--- config.mk ---
export PLATFORM = sky130hd
export DESIGN_NAME = mem_port_master_flat
export DESIGN_NICKNAME = d
export VERILOG_FILES = /design/src/rtl/mem_port_master_if.sv /design/src/rtl/mem_port_master.sv /design/src/flat_wrapper.sv
export SDC_FILE = /design/constraint.sdc
export NUM_CORES = 1
export LEC_CHECK = 0
export CAP_MARGIN = 20
export CORE_MARGIN = 2
export CORE_UTILIZATION = 46
export DETAILED_ROUTE_END_ITERATION = 10
export GPL_TIMING_DRIVEN = 0
export PLACE_DENSITY = 0.88
export SYNTH_ARGS = -nofsm -noshare
export SYNTH_HDL_FRONTEND = slang
export SYNTH_SLANG_ARGS = --single-unit
--- constraint.sdc ---
create_clock -name clk -period 4.3 [get_ports clk]
set_input_delay 0.43 -clock clk [delete_from_list [all_inputs] [get_ports clk]]
set_output_delay 0.43 -clock clk [all_outputs]
set_load 0.03 [all_outputs]
--- src/rtl/mem_port_master_if.sv ---
// mem_port_master_if: request/response and memory-pin bundle for the CPU memory port master
interface mem_port_master_if #(
    parameter int ADDR_W  = 8,
    parameter int DATA_W  = 24,
    parameter int WDATA_W = 8
);
    logic               fetch_req;
    logic [ADDR_W-1:0]  fetch_addr;
    logic               data_req;
    logic               data_we;
    logic [ADDR_W-1:0]  data_addr;
    logic [WDATA_W-1:0] data_wdata;
    logic               busy;
    logic               fetch_valid;
    logic [DATA_W-1:0]  instr;
    logic               data_valid;
    logic [DATA_W-1:0]  rdata;
    logic               align_err;
    logic [ADDR_W-1:0]  mem_addr;
    logic               mem_we;
    logic [WDATA_W-1:0] mem_wdata;
    logic [DATA_W-1:0]  mem_rdata;
    modport master (
        input  fetch_req, fetch_addr, data_req, data_we, data_addr, data_wdata, mem_rdata,
        output busy, fetch_valid, instr, data_valid, rdata, align_err, mem_addr, mem_we, mem_wdata
    );
    modport slave (
        output fetch_req, fetch_addr, data_req, data_we, data_addr, data_wdata, mem_rdata,
        input  busy, fetch_valid, instr, data_valid, rdata, align_err, mem_addr, mem_we, mem_wdata
    );
endinterface

--- src/rtl/mem_port_master.sv ---
// mem_port_master: single-transaction fetch/load/store controller for a registered-read memory
module mem_port_master #(
    parameter int ADDR_W       = 8,
    parameter int DATA_W       = 24,
    parameter int WDATA_W      = 8,
    parameter int READ_LATENCY = 1
) (
    input logic clk,
    input logic rst_n,
    mem_port_master_if.master bus
);
    typedef enum logic [1:0] {IDLE, WAIT, CAPTURE, DONE} state_t;
    localparam logic [2:0] CNT_INIT = 3'(READ_LATENCY - 1);
    state_t             state_q, state_d;
    logic [2:0]         cnt_q, cnt_d;
    logic               fetch_q, fetch_d;
    logic               busy_q, busy_d;
    logic               fvalid_q, fvalid_d;
    logic               dvalid_q, dvalid_d;
    logic [DATA_W-1:0]  instr_q, instr_d;
    logic [DATA_W-1:0]  rdata_q, rdata_d;
    logic               align_q, align_d;
    logic [ADDR_W-1:0]  addr_q, addr_d;
    logic               we_q, we_d;
    logic [WDATA_W-1:0] wdata_q, wdata_d;
    always_comb begin
        state_d  = state_q;
        cnt_d    = cnt_q;
        fetch_d  = fetch_q;
        busy_d   = busy_q;
        fvalid_d = 1'b0;
        dvalid_d = 1'b0;
        instr_d  = instr_q;
        rdata_d  = rdata_q;
        align_d  = align_q;
        addr_d   = addr_q;
        we_d     = we_q;
        wdata_d  = wdata_q;
        case (state_q)
            IDLE: begin
                we_d = bus.data_req & bus.data_we;
                if (bus.data_req | bus.fetch_req) begin
                    state_d = WAIT;
                    busy_d  = 1'b1;
                    cnt_d   = CNT_INIT;
                    fetch_d = ~bus.data_req;
                    addr_d  = bus.data_req ? bus.data_addr : bus.fetch_addr;
                    wdata_d = bus.data_req ? bus.data_wdata : '0;
                    align_d = align_q | (~bus.data_req & (bus.fetch_addr[1:0] != 2'b00));
                end
            end
            WAIT: begin
                we_d    = 1'b0;
                state_d = (cnt_q == 3'd0) ? CAPTURE : WAIT;
                cnt_d   = (cnt_q == 3'd0) ? cnt_q : cnt_q - 3'd1;
            end
            CAPTURE: begin
                instr_d  = fetch_q ? bus.mem_rdata : instr_q;
                rdata_d  = fetch_q ? rdata_q : bus.mem_rdata;
                fvalid_d = fetch_q;
                dvalid_d = ~fetch_q;
                busy_d   = 1'b0;
                state_d  = DONE;
            end
            DONE: state_d = IDLE;
        endcase
    end
    always_ff @(posedge clk or negedge rst_n) begin
        if (!rst_n) begin
            state_q  <= IDLE;
            cnt_q    <= '0;
            fetch_q  <= 1'b0;
            busy_q   <= 1'b0;
            fvalid_q <= 1'b0;
            dvalid_q <= 1'b0;
            instr_q  <= '0;
            rdata_q  <= '0;
            align_q  <= 1'b0;
            addr_q   <= '0;
            we_q     <= 1'b0;
            wdata_q  <= '0;
        end else begin
            state_q  <= state_d;
            cnt_q    <= cnt_d;
            fetch_q  <= fetch_d;
            busy_q   <= busy_d;
            fvalid_q <= fvalid_d;
            dvalid_q <= dvalid_d;
            instr_q  <= instr_d;
            rdata_q  <= rdata_d;
            align_q  <= align_d;
            addr_q   <= addr_d;
            we_q     <= we_d;
            wdata_q  <= wdata_d;
        end
    end
    assign bus.busy        = busy_q;
    assign bus.fetch_valid = fvalid_q;
    assign bus.data_valid  = dvalid_q;
    assign bus.instr       = instr_q;
    assign bus.rdata       = rdata_q;
    assign bus.align_err   = align_q;
    assign bus.mem_addr    = addr_q;
    assign bus.mem_we      = we_q;
    assign bus.mem_wdata   = wdata_q;
endmodule

--- src/flat_wrapper.sv ---
// flat-port wrapper written by rule: the top's interface ports become plain ports
module mem_port_master_flat 
#(
    parameter int ADDR_W       = 8,
    parameter int DATA_W       = 24,
    parameter int WDATA_W      = 8,
    parameter int READ_LATENCY = 1
)
  (clk, rst_n, bus_fetch_req, bus_fetch_addr, bus_data_req, bus_data_we, bus_data_addr, bus_data_wdata, bus_mem_rdata, bus_busy, bus_fetch_valid, bus_instr, bus_data_valid, bus_rdata, bus_align_err, bus_mem_addr, bus_mem_we, bus_mem_wdata);
  mem_port_master_if #(.ADDR_W(ADDR_W), .DATA_W(DATA_W), .WDATA_W(WDATA_W)) bus_i ();
  input logic clk;
  input logic rst_n;
  input wire logic [$bits(bus_i.fetch_req)-1:0] bus_fetch_req;
  input wire logic [$bits(bus_i.fetch_addr)-1:0] bus_fetch_addr;
  input wire logic [$bits(bus_i.data_req)-1:0] bus_data_req;
  input wire logic [$bits(bus_i.data_we)-1:0] bus_data_we;
  input wire logic [$bits(bus_i.data_addr)-1:0] bus_data_addr;
  input wire logic [$bits(bus_i.data_wdata)-1:0] bus_data_wdata;
  input wire logic [$bits(bus_i.mem_rdata)-1:0] bus_mem_rdata;
  output wire logic [$bits(bus_i.busy)-1:0] bus_busy;
  output wire logic [$bits(bus_i.fetch_valid)-1:0] bus_fetch_valid;
  output wire logic [$bits(bus_i.instr)-1:0] bus_instr;
  output wire logic [$bits(bus_i.data_valid)-1:0] bus_data_valid;
  output wire logic [$bits(bus_i.rdata)-1:0] bus_rdata;
  output wire logic [$bits(bus_i.align_err)-1:0] bus_align_err;
  output wire logic [$bits(bus_i.mem_addr)-1:0] bus_mem_addr;
  output wire logic [$bits(bus_i.mem_we)-1:0] bus_mem_we;
  output wire logic [$bits(bus_i.mem_wdata)-1:0] bus_mem_wdata;
  assign bus_i.fetch_req = bus_fetch_req;
  assign bus_i.fetch_addr = bus_fetch_addr;
  assign bus_i.data_req = bus_data_req;
  assign bus_i.data_we = bus_data_we;
  assign bus_i.data_addr = bus_data_addr;
  assign bus_i.data_wdata = bus_data_wdata;
  assign bus_i.mem_rdata = bus_mem_rdata;
  assign bus_busy = bus_i.busy;
  assign bus_fetch_valid = bus_i.fetch_valid;
  assign bus_instr = bus_i.instr;
  assign bus_data_valid = bus_i.data_valid;
  assign bus_rdata = bus_i.rdata;
  assign bus_align_err = bus_i.align_err;
  assign bus_mem_addr = bus_i.mem_addr;
  assign bus_mem_we = bus_i.mem_we;
  assign bus_mem_wdata = bus_i.mem_wdata;
  mem_port_master #(.ADDR_W(ADDR_W), .DATA_W(DATA_W), .WDATA_W(WDATA_W), .READ_LATENCY(READ_LATENCY)) u_core (.clk(clk), .rst_n(rst_n), .bus(bus_i));
endmodule
## Word-level counts from Yosys, hierarchy flattened

Cells that the tools add are included.
Widths: inputs -> output; s select.

| cells by class | value |
|---|---|
| reduce and logical (&&, ||, !) cells | 10 |
| multipliers | 0 |
| divide/modulo/power cells | 0 |
| order comparisons | 0 |
| muxes and demuxes | 13 |
| bitwise logic cells | 6 |
| add/subtract/negate cells | 1 |
| shift-type cells | 0 |
| equality and inequality tests | 5 |

Operators by type and width:

| kind | count |
|---|---|
| $mux 8 | 2 |
| $pmux 2 s4 | 1 |
| $reduce_and 2->1 | 4 |
| $mux 3 | 2 |
| $pmux 3 s2 | 1 |
| $reduce_bool 2->1 | 3 |
| $eq 2x2->1 const B | 2 |
| $mux 2 | 2 |
| $pmux 1 s2 | 2 |
| $logic_not 3->1 | 1 |
| $mux 1 | 3 |
| $reduce_and 3->1 | 1 |
| $sub 3x1->3 const B | 1 |
| $and 1x1->1 | 2 |
| $eq 2x1->1 const B | 1 |
| $logic_not 2->1 | 1 |
| $ne 2x1->1 const B | 1 |
| $ne 2x2->1 const B | 1 |
| $not 1->1 | 2 |
| $or 1x1->1 | 2 |

| word-level totals | value |
|---|---|
| output and inout bits | 69 |
| register bits after elaboration | 75 |
| bits in latches | 0 |
| logic and storage cells | 47 |
| memories kept | 0 |
| memory bits (writable) | 0 |
| ROM bits | 0 |

## Logic depth before layout (Yosys ltp)

Gate-level depths: netlist of the first run.

| depth | value |
|---|---|
| word-level depth | 3 |
| gate-level depth with buffers | 5 |
| gate-level depth less buffers | 5 |

## Worst setup path before layout of the first run

No wires, ideal clock.

| path | value |
|---|---|
| path type | register to register |
| start | register u_core.state_q[0] |
| end | register u_core.rdata_q[11], in the netlist u_core.bus.rdata[11] |
| data required time | 4.175 ns |
| data arrival time | 1.256 ns |
| path buffers | 1 |
| clock period less this slack | 1.381 ns |
| cell stages (with the launch flop) | 5 |
| slack | 2.919 ns |
| path through | dfrtp_1 -> nand2b_1 -> nor2_4 -> buf_4 -> mux2_2 |

| on the way | value |
|---|---|
| cells in the longest elaborated chain, start to end | 2 |

Ends and longest elaborated chain:

| element | line | RTL |
|---|---|---|
| start, declared | mem_port_master.sv:14 | `state_t state_q, state_d;` |
| start signal, assigned | mem_port_master.sv:83 | `state_q <= state_d;` |
| $eq 2x2->1 | mem_port_master.sv:39 | `case (state_q)` |
| $reduce_and 2->1 (no source line) | n/a |  |
| end signal, assigned | mem_port_master.sv:90 | `rdata_q <= rdata_d;` |
| end, declared | mem_port_master.sv:21 | `logic [DATA_W-1:0] rdata_q, rdata_d;` |

No other way between the ends.
A chain may end at the register's enable or synchronous reset.

## Worst setup path after layout of the first run

| path | value |
|---|---|
| start | register u_core.wdata_q[5], in the netlist u_core.bus.mem_wdata[5] |
| end | output bus_mem_wdata[5] |

RTL lines:

| element | line | RTL |
|---|---|---|
| start, declared | mem_port_master.sv:25 | `logic [WDATA_W-1:0] wdata_q, wdata_d;` |
| start signal, assigned | mem_port_master.sv:94 | `wdata_q <= wdata_d;` |
| end, declared | flat_wrapper.sv:28 | `output wire logic [$bits(bus_i.mem_wdata)-1:0] bus_mem_wdata;` |

No word-level cell between the ends.

==> results.txt, run 1 <==
Status: finished, final reports clean
Crit-path cells: clkdlybuf4s50_1
Yosys reg bits: 75
Layout cell share with drive strength beyond 1: 22.0%
DRT Pass-1 Iters: 3
Clk slew on worst S/H paths: 0.07 ns
Final hold violations: 0
# rows: 29
FMAX: 548 MHz
ANT cells: 0
Sw Ratio: 38.5%
Buffers and inverters on the worst path: 1
Maxcap violations: 0
Register Area: 0.00188 mm²
RSZ-0062 raised after global routing: no
Worst slew pin tran: 0.926 ns
Net Switching: 1.46 mW
R2R Path Start: u_core.state_q[0]
Final Critical Period: 1.83 ns
Hold Path Class: input pin to async pin
Root Driver: clkbuf_8
FF-to-FF setup slack: 2.72 ns
Commonest non-fill, non-tap cell in the layout: clkdlybuf4s50_1
Clock buffer count from CTS: 9
Required time of the critical path: 3.87 ns
GRT Total Usage: 19.3%
Syn nets: 254
Endpoints failing setup: 0
Most frequent cells in the layout: clkdlybuf4s50_1 (120), dfrtp_1 (75), mux2_2 (47)
Max Fanout on Critical Path: 2
Syn avg cell area: 14.7 µm²
CP startpoint: u_core.bus.mem_wdata[5]
Placed Area: 0.00423 mm²
Path depth of the worst reg2reg path: 4
Worst setup path end: bus_mem_wdata[5]
Comb power frac: 50.8%
Die X: 83.7 µm
Data arrival, critical path: 1.40 ns
Overflow after GRT: 0
Synth Instances: 199
Iteration-0 DRC count of the detailed router: 40
Vias post-DR: 2098
CTS tree: built
Simple-gate share of the synthesized area: 3.42%
Mapped cell area: 0.00293 mm²
Max VDD drop: 0.000498 V
Final HPWL DP: 4.61 mm
Layout area overhead: 52.9%
Maximum buffer depth of the clock tree: 2
Compound-Gate Fraction of Synth Area: 7.40%
Clock latency on the worst-skew pair: 0.34 ns
CP Depth: 1
Final nets: 386
Final TNS setup: 0 ns
DIE AREA: 0.00701 mm²
Part of the power in registers: 32.4%
Sequential share of the synthesized area: 64.2%
Mux share of post-synthesis cell area: 21.6%
First-pass GRT wire length: 10.6 mm
Post-route cell area: 0.00447 mm²
Cts hold-fix bufs: 0
Placeable Area: 0.00624 mm²
Slowest stage delay, CP: 0.69 ns
Fillers: 460
Largest net degree at the start of global routing: 76
Leakage: 1.93 nW
Pwr dens: 850 mW/mm²
Post-cts sizing count: 0
CP top delay family: buffers and inverters
CP max stage cell: clkdlybuf4s50_1
Slew HR: 38.3%
RR Endpoint: u_core.bus.rdata[17]
Endpoint type of the worst setup path: primary output
Xor and xnor area share after synthesis: 0%
Post-CTS setup buffer count: 0
Die Ht: 83.7 µm
H-tree levels: 3
Drt total wl: 6.43 mm
Max-slew violations: 0
GPL Wtd Cong: 0.738
Largest family of logic cells by synthesized area: multiplexers
P_int: 2.34 mW
Ys Warns: 0
CTS sink cnt: 75
Post-synth cell types: 26
Avg WL per Cell: 15.6 µm
DR vias/cell: 5.08
CP Launch Type: flop
Initial antenna violation count: 0
Initial Utilization: 46.9%
Vias in the first global route: 2292
Setup Skew: 0.00675 ns
Synth Area in Adders: 0.855%
Clock Power Share: 16.8%
Tcrit/Tclk final: 42.4%
PortBufs: 121
Area occupied by multi-input gates: 972 µm²
Remaining antenna violation count: 0
Ports: 122
Remaining routing DRC violations: 0
Setup Crit Path Kind: flop to primary output
## cell usage after synthesis
master	number	share of area [%]
dfrtp_1	75	64
mux2_2	47	18
o21ai_0	18	3.1
a22o_1	9	2.7
mux2i_1	9	3.1
inv_1	6	0.77
buf_2	4	0.68
nand2b_1	4	0.86
o21ai_1	3	0.51
buf_4	2	0.51
clkbuf_1	2	0.26
ha_1	2	0.86
nand2_1	2	0.26
nor2_1	2	0.26
o22ai_1	2	0.43
or2_1	2	0.43
a21boi_0	1	0.26
buf_6	1	0.38
mux2_1	1	0.38
nand3b_2	1	0.38
nor2_2	1	0.21
nor2_4	1	0.38
nor2b_1	1	0.21
nor3_1	1	0.17
o31ai_2	1	0.43
or4_1	1	0.26
## cells by family (layout without fill, tap and decap cells)
group	Yosys count	in the layout
AO/OA/AOI/OAI	34	34
adder cells (fa/ha/maj)	2	2
flip-flops	75	75
AND/OR/NAND/NOR	16	16
multiplexers	57	57
buffers and inverters	15	152
## flip-flops by register name (all words and copies together) (netlist names), named ones only
register,count
u_core.state_q,1
u_core.bus.align_err,1
u_core.cnt_q,3
u_core.bus.mem_we,1
u_core.bus.rdata,24
u_core.fetch_q,1
u_core.bus.busy,1
u_core.bus.mem_wdata,8
u_core.bus.data_valid,1
u_core.bus.mem_addr,8
u_core.bus.fetch_valid,1
u_core.bus.instr,24
## per-layer routing
layer	GRT usage, %	wire length (µm)	up-vias
li1	-	-	967
met1	22.2	2560	1021
met2	32.4	3120	95
met3	7.12	594	15
met4	8.65	155	0
met5	0	0	-
## power by group through the flow
stage / Sequential (mW) / Combinational (mW) / Clock, mW
4_1_cts: 1.23 / 1.95 / 0.656
5_1_grt: 1.28 / 2.04 / 0.687
6_report: 1.23 / 1.93 / 0.640
3_5_place_dp: 1.24 / 1.95 / 0
2_1_floorplan: 1.84 / 0.508 / 0
3_3_place_gp: 1.22 / 1.91 / 0
## cell type report
class,instances,area share [%]
Buffer,9,1.20
Clock buffer,11,3.16
Clock inverter,5,2.24
Inverter,6,0.504
Multi-Input combinational cell,109,21.7
Sequential cell,75,42.0
Tap cell,77,2.15
Timing Repair Buffer,121,27.0
## per-stage QoR
stage               util (%)  worst slack (ns)  instances  total power, mW  hold slack (ns)
finish                  71.7              2.47        413             3.80            0.208
global route            71.7              2.42        413             4.00            0.304
CTS                     71.7              2.46        413             3.84            0.257
detailed placement      67.8              2.52        397             3.19            0.469
global placement        67.8             0.365        397             3.13            0.461
floorplan                  -              2.92        199             2.35            0.134
## worst min path at each step
stage                                   to  slack (ns)
floorplan                        async pin        0.13
global placement           u_core.cnt_q[0]        0.46
detailed placement         u_core.cnt_q[0]        0.47
CTS                 u_core.bus.mem_addr[5]        0.26
global route        u_core.bus.mem_addr[5]        0.30
finish              u_core.bus.mem_addr[5]        0.21
(Power assumes the default switching activity.)
==> run 2, diff against run 1 <==
Settings changed: CORE_UTILIZATION 46 to 42, PLACE_DENSITY 0.88 to 0.82.
Clock period 4.3 ns to 1.9 ns, I/O delays scaled along.
==> run 2 against run 1 <==
Clock power grew 84%. Clock skew grew 0.0018 ns. Flip-flop and latch count is the same. Cell count grew 1.2%. Hold slack gained 0.19 ns. Worst setup slack lost 2.2 ns. Cell area shrank 0.17%. Register-to-register slack lost 2.4 ns. Utilization shrank 5.6 points. Via count grew 1.5%. Critical endpoint is now bus_rdata[21].
==> results.txt, run 2 (synthesized netlist as in run 1, its figures left out) <==
CTS tree: built (unchanged)
Initial Utilization: 43.3% (was 46.9%)
GPL Wtd Cong: 0.753 (was 0.738)
CP Depth: 1 (unchanged)
Path depth of the worst reg2reg path: 4 (unchanged)
Endpoints failing setup: 0 (unchanged)
Iteration-0 DRC count of the detailed router: 67 (was 40)
CP Launch Type: flop (unchanged)
FF-to-FF setup slack: 0.32 ns (was 2.72 ns)
DRT Pass-1 Iters: 4 (was 3)
First-pass GRT wire length: 10.3 mm (was 10.6 mm)
Buffers and inverters on the worst path: 1 (unchanged)
Maximum buffer depth of the clock tree: 2 (unchanged)
RSZ-0062 raised after global routing: no (unchanged)
Maxcap violations: 0 (unchanged)
Avg WL per Cell: 15.7 µm (was 15.6 µm)
Final hold violations: 0 (unchanged)
Setup Crit Path Kind: flop to primary output (unchanged)
Slowest stage delay, CP: 0.70 ns (was 0.69 ns)
CTS sink cnt: 75 (unchanged)
Clk slew on worst S/H paths: 0.08 ns (was 0.07 ns)
GRT Total Usage: 17.8% (was 19.3%)
# rows: 30 (was 29)
Final HPWL DP: 4.79 mm (was 4.61 mm)
Worst slew pin tran: 0.434 ns (was 0.926 ns)
Layout cell share with drive strength beyond 1: 22.2% (was 22.0%)
Max VDD drop: 0.000798 V (was 0.000498 V)
Leakage: 1.92 nW (was 1.93 nW)
ANT cells: 0 (unchanged)
Data arrival, critical path: 1.39 ns (was 1.40 ns)
Endpoint type of the worst setup path: primary output (unchanged)
Setup Skew: 0.00850 ns (was 0.00675 ns)
Remaining routing DRC violations: 0 (unchanged)
Overflow after GRT: 0 (unchanged)
Cts hold-fix bufs: 1 (was 0)
Clock buffer count from CTS: 9 (unchanged)
CP top delay family: buffers and inverters (unchanged)
Vias post-DR: 2130 (was 2098)
Layout area overhead: 52.6% (was 52.9%)
PortBufs: 121 (unchanged)
Vias in the first global route: 2150 (was 2292)
Post-cts sizing count: 0 (unchanged)
Pwr dens: 1870 mW/mm² (was 850 mW/mm²)
Commonest non-fill, non-tap cell in the layout: clkdlybuf4s50_1 (unchanged)
FMAX: 632 MHz
Drt total wl: 6.57 mm (was 6.43 mm)
CP max stage cell: clkdlybuf4s50_1 (unchanged)
Remaining antenna violation count: 0 (unchanged)
Post-CTS setup buffer count: 0 (unchanged)
Initial antenna violation count: 0 (unchanged)
Most frequent cells in the layout: clkdlybuf4s50_1 (120), dfrtp_1 (75), mux2_2 (47) (unchanged)
DIE AREA: 0.00765 mm² (was 0.00701 mm²)
Final nets: 388 (was 386)
Area occupied by multi-input gates: 972 µm² (unchanged)
Tcrit/Tclk final: 83.3%
Final TNS setup: 0 ns (unchanged)
Post-route cell area: 0.00446 mm² (was 0.00447 mm²)
Clock latency on the worst-skew pair: 0.34 ns (about the same)
Required time of the critical path: 1.71 ns (was 3.87 ns)
Placeable Area: 0.00676 mm² (was 0.00624 mm²)
H-tree levels: 3 (unchanged)
Crit-path cells: clkdlybuf4s50_1 (unchanged)
Max Fanout on Critical Path: 2 (unchanged)
Final Critical Period: 1.58 ns
Max-slew violations: 0 (unchanged)
DR vias/cell: 5.10 (was 5.08)
Largest net degree at the start of global routing: 76 (unchanged)
Die X: 87.5 µm (was 83.7 µm)
Hold Path Class: input pin to async pin (unchanged)
Slew HR: 71.1% (was 38.3%)
Die Ht: 87.5 µm (was 83.7 µm)
Placed Area: 0.00426 mm² (was 0.00423 mm²)
Register Area: 0.00188 mm² (unchanged)
Root Driver: clkbuf_8 (unchanged)
Fillers: 517 (was 460)
Ports: 122 (unchanged)
Status: finished, final reports clean (unchanged)
-- run 2: cell count changes in the layout (fill, tap and decap cells not counted) --
| cell | previous run | this run |
|---|---|---|
| bufinv_16 | 3 | 1 |
| buf_16 | 0 | 1 |
| clkbuf_8 | 10 | 9 |
| clkinv_4 | 0 | 1 |
| clkinvlp_4 | 0 | 1 |
| dlygate4sd3_1 | 0 | 1 |
| inv_6 | 0 | 1 |
-- run 2: layout make-up --
class                           count  area share (%)
Clock inverter                      6            1.46
Tap cell                           80            2.24
Timing Repair Buffer              123            27.9
Buffer                              9            1.21
Clock buffer                       10            2.86
Sequential cell                    75            42.0
Multi-Input combinational cell    109            21.8
Inverter                            6           0.504
-- run 2: worst paths after layout --
| path | startpoint | endpoint |
|---|---|---|
| setup / recovery | u_core.bus.rdata[21] | bus_rdata[21] |
| hold / removal | rst_n | u_core.bus.instr[11] |
| setup reg to reg | u_core.state_q[0] | u_core.bus.rdata[19] |
| hold reg to reg | u_core.cnt_q[0] | u_core.cnt_q[0] |
| max in group asynchronous | rst_n | u_core.bus.instr[9] |
| min in group clk | bus_data_wdata[1] | u_core.bus.mem_wdata[1] |
-- run 2: through the flow --
step / cells / power (mW) / utilization, % / hold slack [ns] / setup WS (ns)
after CTS: 418 / 8.41 / 66.1 / 0.415 / 0.301
after global placement: 400 / 7.10 / 62.7 / 0.460 / -1.85
after detailed placement: 401 / 7.21 / 63.1 / 0.238 / 0.316
final: 418 / 8.33 / 66.1 / 0.397 / 0.317
after global routing: 418 / 8.77 / 66.1 / 0.413 / 0.228
after floorplan: 199 / 5.32 / - / -0.106 / 0.519
-- run 2: worst min-delay path, stage by stage --
cell and delay [ns]:
dlygate4sd3_1 0.52, buf_4 0.12, buf_16 0.31
-- run 2: layer usage --
layer | global-route usage, % | vias up | share of wire, %
met4 | 6.99 | 0 | 1.8
li1 | - | 980 | -
met2 | 28.3 | 105 | 46
met1 | 22.1 | 1032 | 43
met5 | 0 | - | 0
met3 | 6.26 | 13 | 8.6
-- run 2: where the power goes --
part           total, mW  switching [mW]  leakage, nW  internal (mW)
clock               1.18           0.573       0.0966          0.609
combinational       4.39            2.36        0.919           2.03
sequential          2.76           0.396        0.902           2.37
total               8.33            3.33         1.92           5.00
==> run 3, diff against run 2 <==
Settings changed: CORE_UTILIZATION 42 to 38, PLACE_DENSITY 0.82 to 0.78.
Clock period 1.9 ns to 1.3 ns, I/O delays scaled along.
==> run 3 against run 2 <==
The run now ends with negative setup slack left. Cell count increased by 7.7%. Combinational power rose by 56%. Register-to-register slack worse by 0.48 ns. Worst setup slack worse by 0.48 ns. Flip-flop and latch count stayed put. Clock power up 61%. Non-clock buffer count increased by 12. Sequential power up 48%. Sequential share of layout area down 3.0 points. Die area grew 10%. Utilization shrank 0.78 points. Clock skew is 0.00072 ns higher. Largest power group unchanged.
==> results.txt, run 3 (synthesized netlist as in run 1, its figures left out) <==
Comb power frac: 53.3% (was 52.7%)
Slowest stage delay, CP: 0.41 ns (was 0.70 ns)
Dpl ws: -0.233 ns (was 0.316 ns)
PortBufs: 121 (unchanged)
Slew HR: 50.2% (was 71.1%)
Max VDD drop: 0.00109 V (was 0.000798 V)
Initial Utilization: 39.7% (was 43.3%)
P_int: 7.63 mW (was 5.00 mW)
Vias post-DR: 2181 (was 2130)
Hold Path Class: input pin to async pin (unchanged)
Drt total wl: 7.26 mm (was 6.57 mm)
Vias in the first global route: 2314 (was 2150)
DIE AREA: 0.00842 mm² (was 0.00765 mm²)
Initial antenna violation count: 0 (unchanged)
Largest net degree at the start of global routing: 72 (was 76)
Avg WL per Cell: 16.1 µm (was 15.7 µm)
Overflow after GRT: 0 (unchanged)
Die X: 91.7 µm (was 87.5 µm)
Worst hold slack: 0.129 ns (was 0.397 ns)
Iteration-0 DRC count of the detailed router: 61 (was 67)
Crit-path cells: buf_6 > or2_4 > or2_4 > buf_8 > a22o_1 (was clkdlybuf4s50_1)
Most frequent cells in the layout: dfrtp_1 (74), dlygate4sd2_1 (65), clkdlybuf4s50_1 (51) (was clkdlybuf4s50_1 (120), dfrtp_1 (75), mux2_2 (47))
Most frequent CP cell: or2_4
CP top delay family: simple AND/OR/NAND/NOR gates (was buffers and inverters)
Layout area overhead: 64.5% (was 52.6%)
Clock latency on the worst-skew pair: 0.34 ns (about the same)
Maximum buffer depth of the clock tree: 2 (unchanged)
Endpoint type of the worst setup path: flop (was primary output)
CP Depth: 5 (was 1)
GRT Total Usage: 17.9% (was 17.8%)
Leakage: 2.25 nW (was 1.92 nW)
Max-slew violations: 0 (unchanged)
CP Launch Type: flop (unchanged)
Final hold violations: 0 (unchanged)
Status: finished with violations (was finished, final reports clean)
Final nets: 401 (was 388)
Setup Crit Path Kind: flop to flop (was flop to primary output)
FMAX: 683 MHz
H-tree levels: 3 (unchanged)
Path depth of the worst reg2reg path: 5 (was 4)
Commonest non-fill, non-tap cell in the layout: dfrtp_1 (was clkdlybuf4s50_1)
Final Critical Period: 1.47 ns
Placeable Area: 0.00737 mm² (was 0.00676 mm²)
CTS tree: built (unchanged)
Sw Ratio: 40.4% (was 39.9%)
Die Ht: 91.7 µm (was 87.5 µm)
Final HPWL DP: 4.80 mm (was 4.79 mm)
Clock Power Share: 14.8% (was 14.2%)
CP max stage cell: dfrtp_1 (was clkdlybuf4s50_1)
Fillers: 567 (was 517)
Worst slew pin tran: 0.747 ns (was 0.434 ns)
DRT Pass-1 Iters: 3 (was 4)
Setup Skew: 0.00922 ns (was 0.00850 ns)
Failing checks: negative setup slack
Max Fanout on Critical Path: 10 (was 2)
First-pass GRT wire length: 11.7 mm (was 10.3 mm)
Remaining routing DRC violations: 0 (unchanged)
Clk slew on worst S/H paths: 0.08 ns (about the same)
Final worst slack: -0.165 ns (was 0.317 ns)
Pwr dens: 2660 mW/mm² (was 1870 mW/mm²)
Remaining antenna violation count: 0 (unchanged)
Data arrival, critical path: 1.70 ns (was 1.39 ns)
GPL Wtd Cong: 0.739 (was 0.753)
# rows: 31 (was 30)
Tcrit/Tclk final: 113%
CP startpoint: u_core.state_q[0] (was u_core.bus.rdata[21])
ANT cells: 0 (unchanged)
Maxcap violations: 0 (unchanged)
R2R Path Start: u_core.state_q[0] (unchanged)
Net Switching: 5.18 mW (was 3.33 mW)
Root Driver: clkbuf_8 (unchanged)
Layout cell share with drive strength beyond 1: 29.6% (was 22.2%)
Buffers and inverters on the worst path: 2 (was 1)
RSZ-0062 raised after global routing: yes (was no)
Clock buffer count from CTS: 9 (unchanged)
Required time of the critical path: 1.53 ns (was 1.71 ns)
CTS sink cnt: 75 (unchanged)
Part of the power in registers: 31.8% (was 33.2%)
Ports: 122 (unchanged)
Endpoints failing setup: 64 (was 0)
DR vias/cell: 4.85 (was 5.10)
-- run 3: changes by cell type in the layout (fill, tap and decap cells not counted), sizes merged, moves of 2 or more --
cell	delta
clkdlybuf4s50	-69
dlygate4sd2	+65
buf	+12
clkdlybuf4s15	+3
clkbuf	+2
-- run 3: metal layers --
metal / track usage (%) / wire length [µm]
met5: 0 / 0
met1: 22.6 / 3150
met3: 6.08 / 527
met4: 4.85 / 83
met2: 29.4 / 3500
-- run 3: what timing repair did --
action / in CTS / in global routing
endpoints found under the hold margin: 75 / 0
gates cloned: 3 / 1
resized for setup: 120 / 18
hold buffers: 1 / 0
pin swaps: 4 / 8
setup buffers: 9 / 2
endpoints found under the setup margin: 135 / 69
-- run 3: final timing paths --
check / end / slack, ns
worst max-delay path: u_core.bus.mem_wdata[1] / -0.17
worst min-delay path: u_core.bus.rdata[22] / 0.13
worst max register to register: u_core.bus.mem_wdata[1] / -0.17
worst min register to register: u_core.bus.busy / 0.48
max in group asynchronous: u_core.bus.instr[7] / 0.61
min in group clk: u_core.bus.mem_wdata[5] / 0.38
-- run 3: through the flow --
| step | std cells | instance area, µm² | setup TNS, ns | total power [mW] | utilization (%) |
|---|---|---|---|---|---|
| 2_1_floorplan | 199 | 3000 | -1.16 | 8.02 | - |
| 3_3_place_gp | 419 | 4340 | -196.10 | 10.6 | 58.8 |
| 3_5_place_dp | 420 | 4360 | -10.14 | 10.8 | 59.2 |
| 4_1_cts | 449 | 4770 | -5.90 | 12.8 | 64.8 |
| 5_1_grt | 450 | 4810 | -9.79 | 13.5 | 65.3 |
| 6_report | 450 | 4810 | -5.62 | 12.8 | 65.3 |
-- run 3: cell type report --
cell class | count | area [µm²] | area share, %
flip-flops and latches | 75 | 1880 | 39.0
multi-input cells | 110 | 1140 | 23.7
well taps | 99 | 124 | 2.57
repair buffers | 136 | 1340 | 27.9
clock inverters | 5 | 77.6 | 1.61
inverters | 6 | 22.5 | 0.468
clock buffers | 11 | 131 | 2.73
plain buffers | 8 | 93.8 | 1.95
-- run 3: power groups by stage --
stage | clock, mW | sequential [mW] | combinational, mW
after detailed placement | 0 | 4.12 | 6.68
after CTS | 1.94 | 4.06 | 6.78
after global routing | 2.06 | 4.24 | 7.24
after floorplan | 0 | 6.11 | 1.91
after global placement | 0 | 4.07 | 6.57
final | 1.90 | 4.08 | 6.83
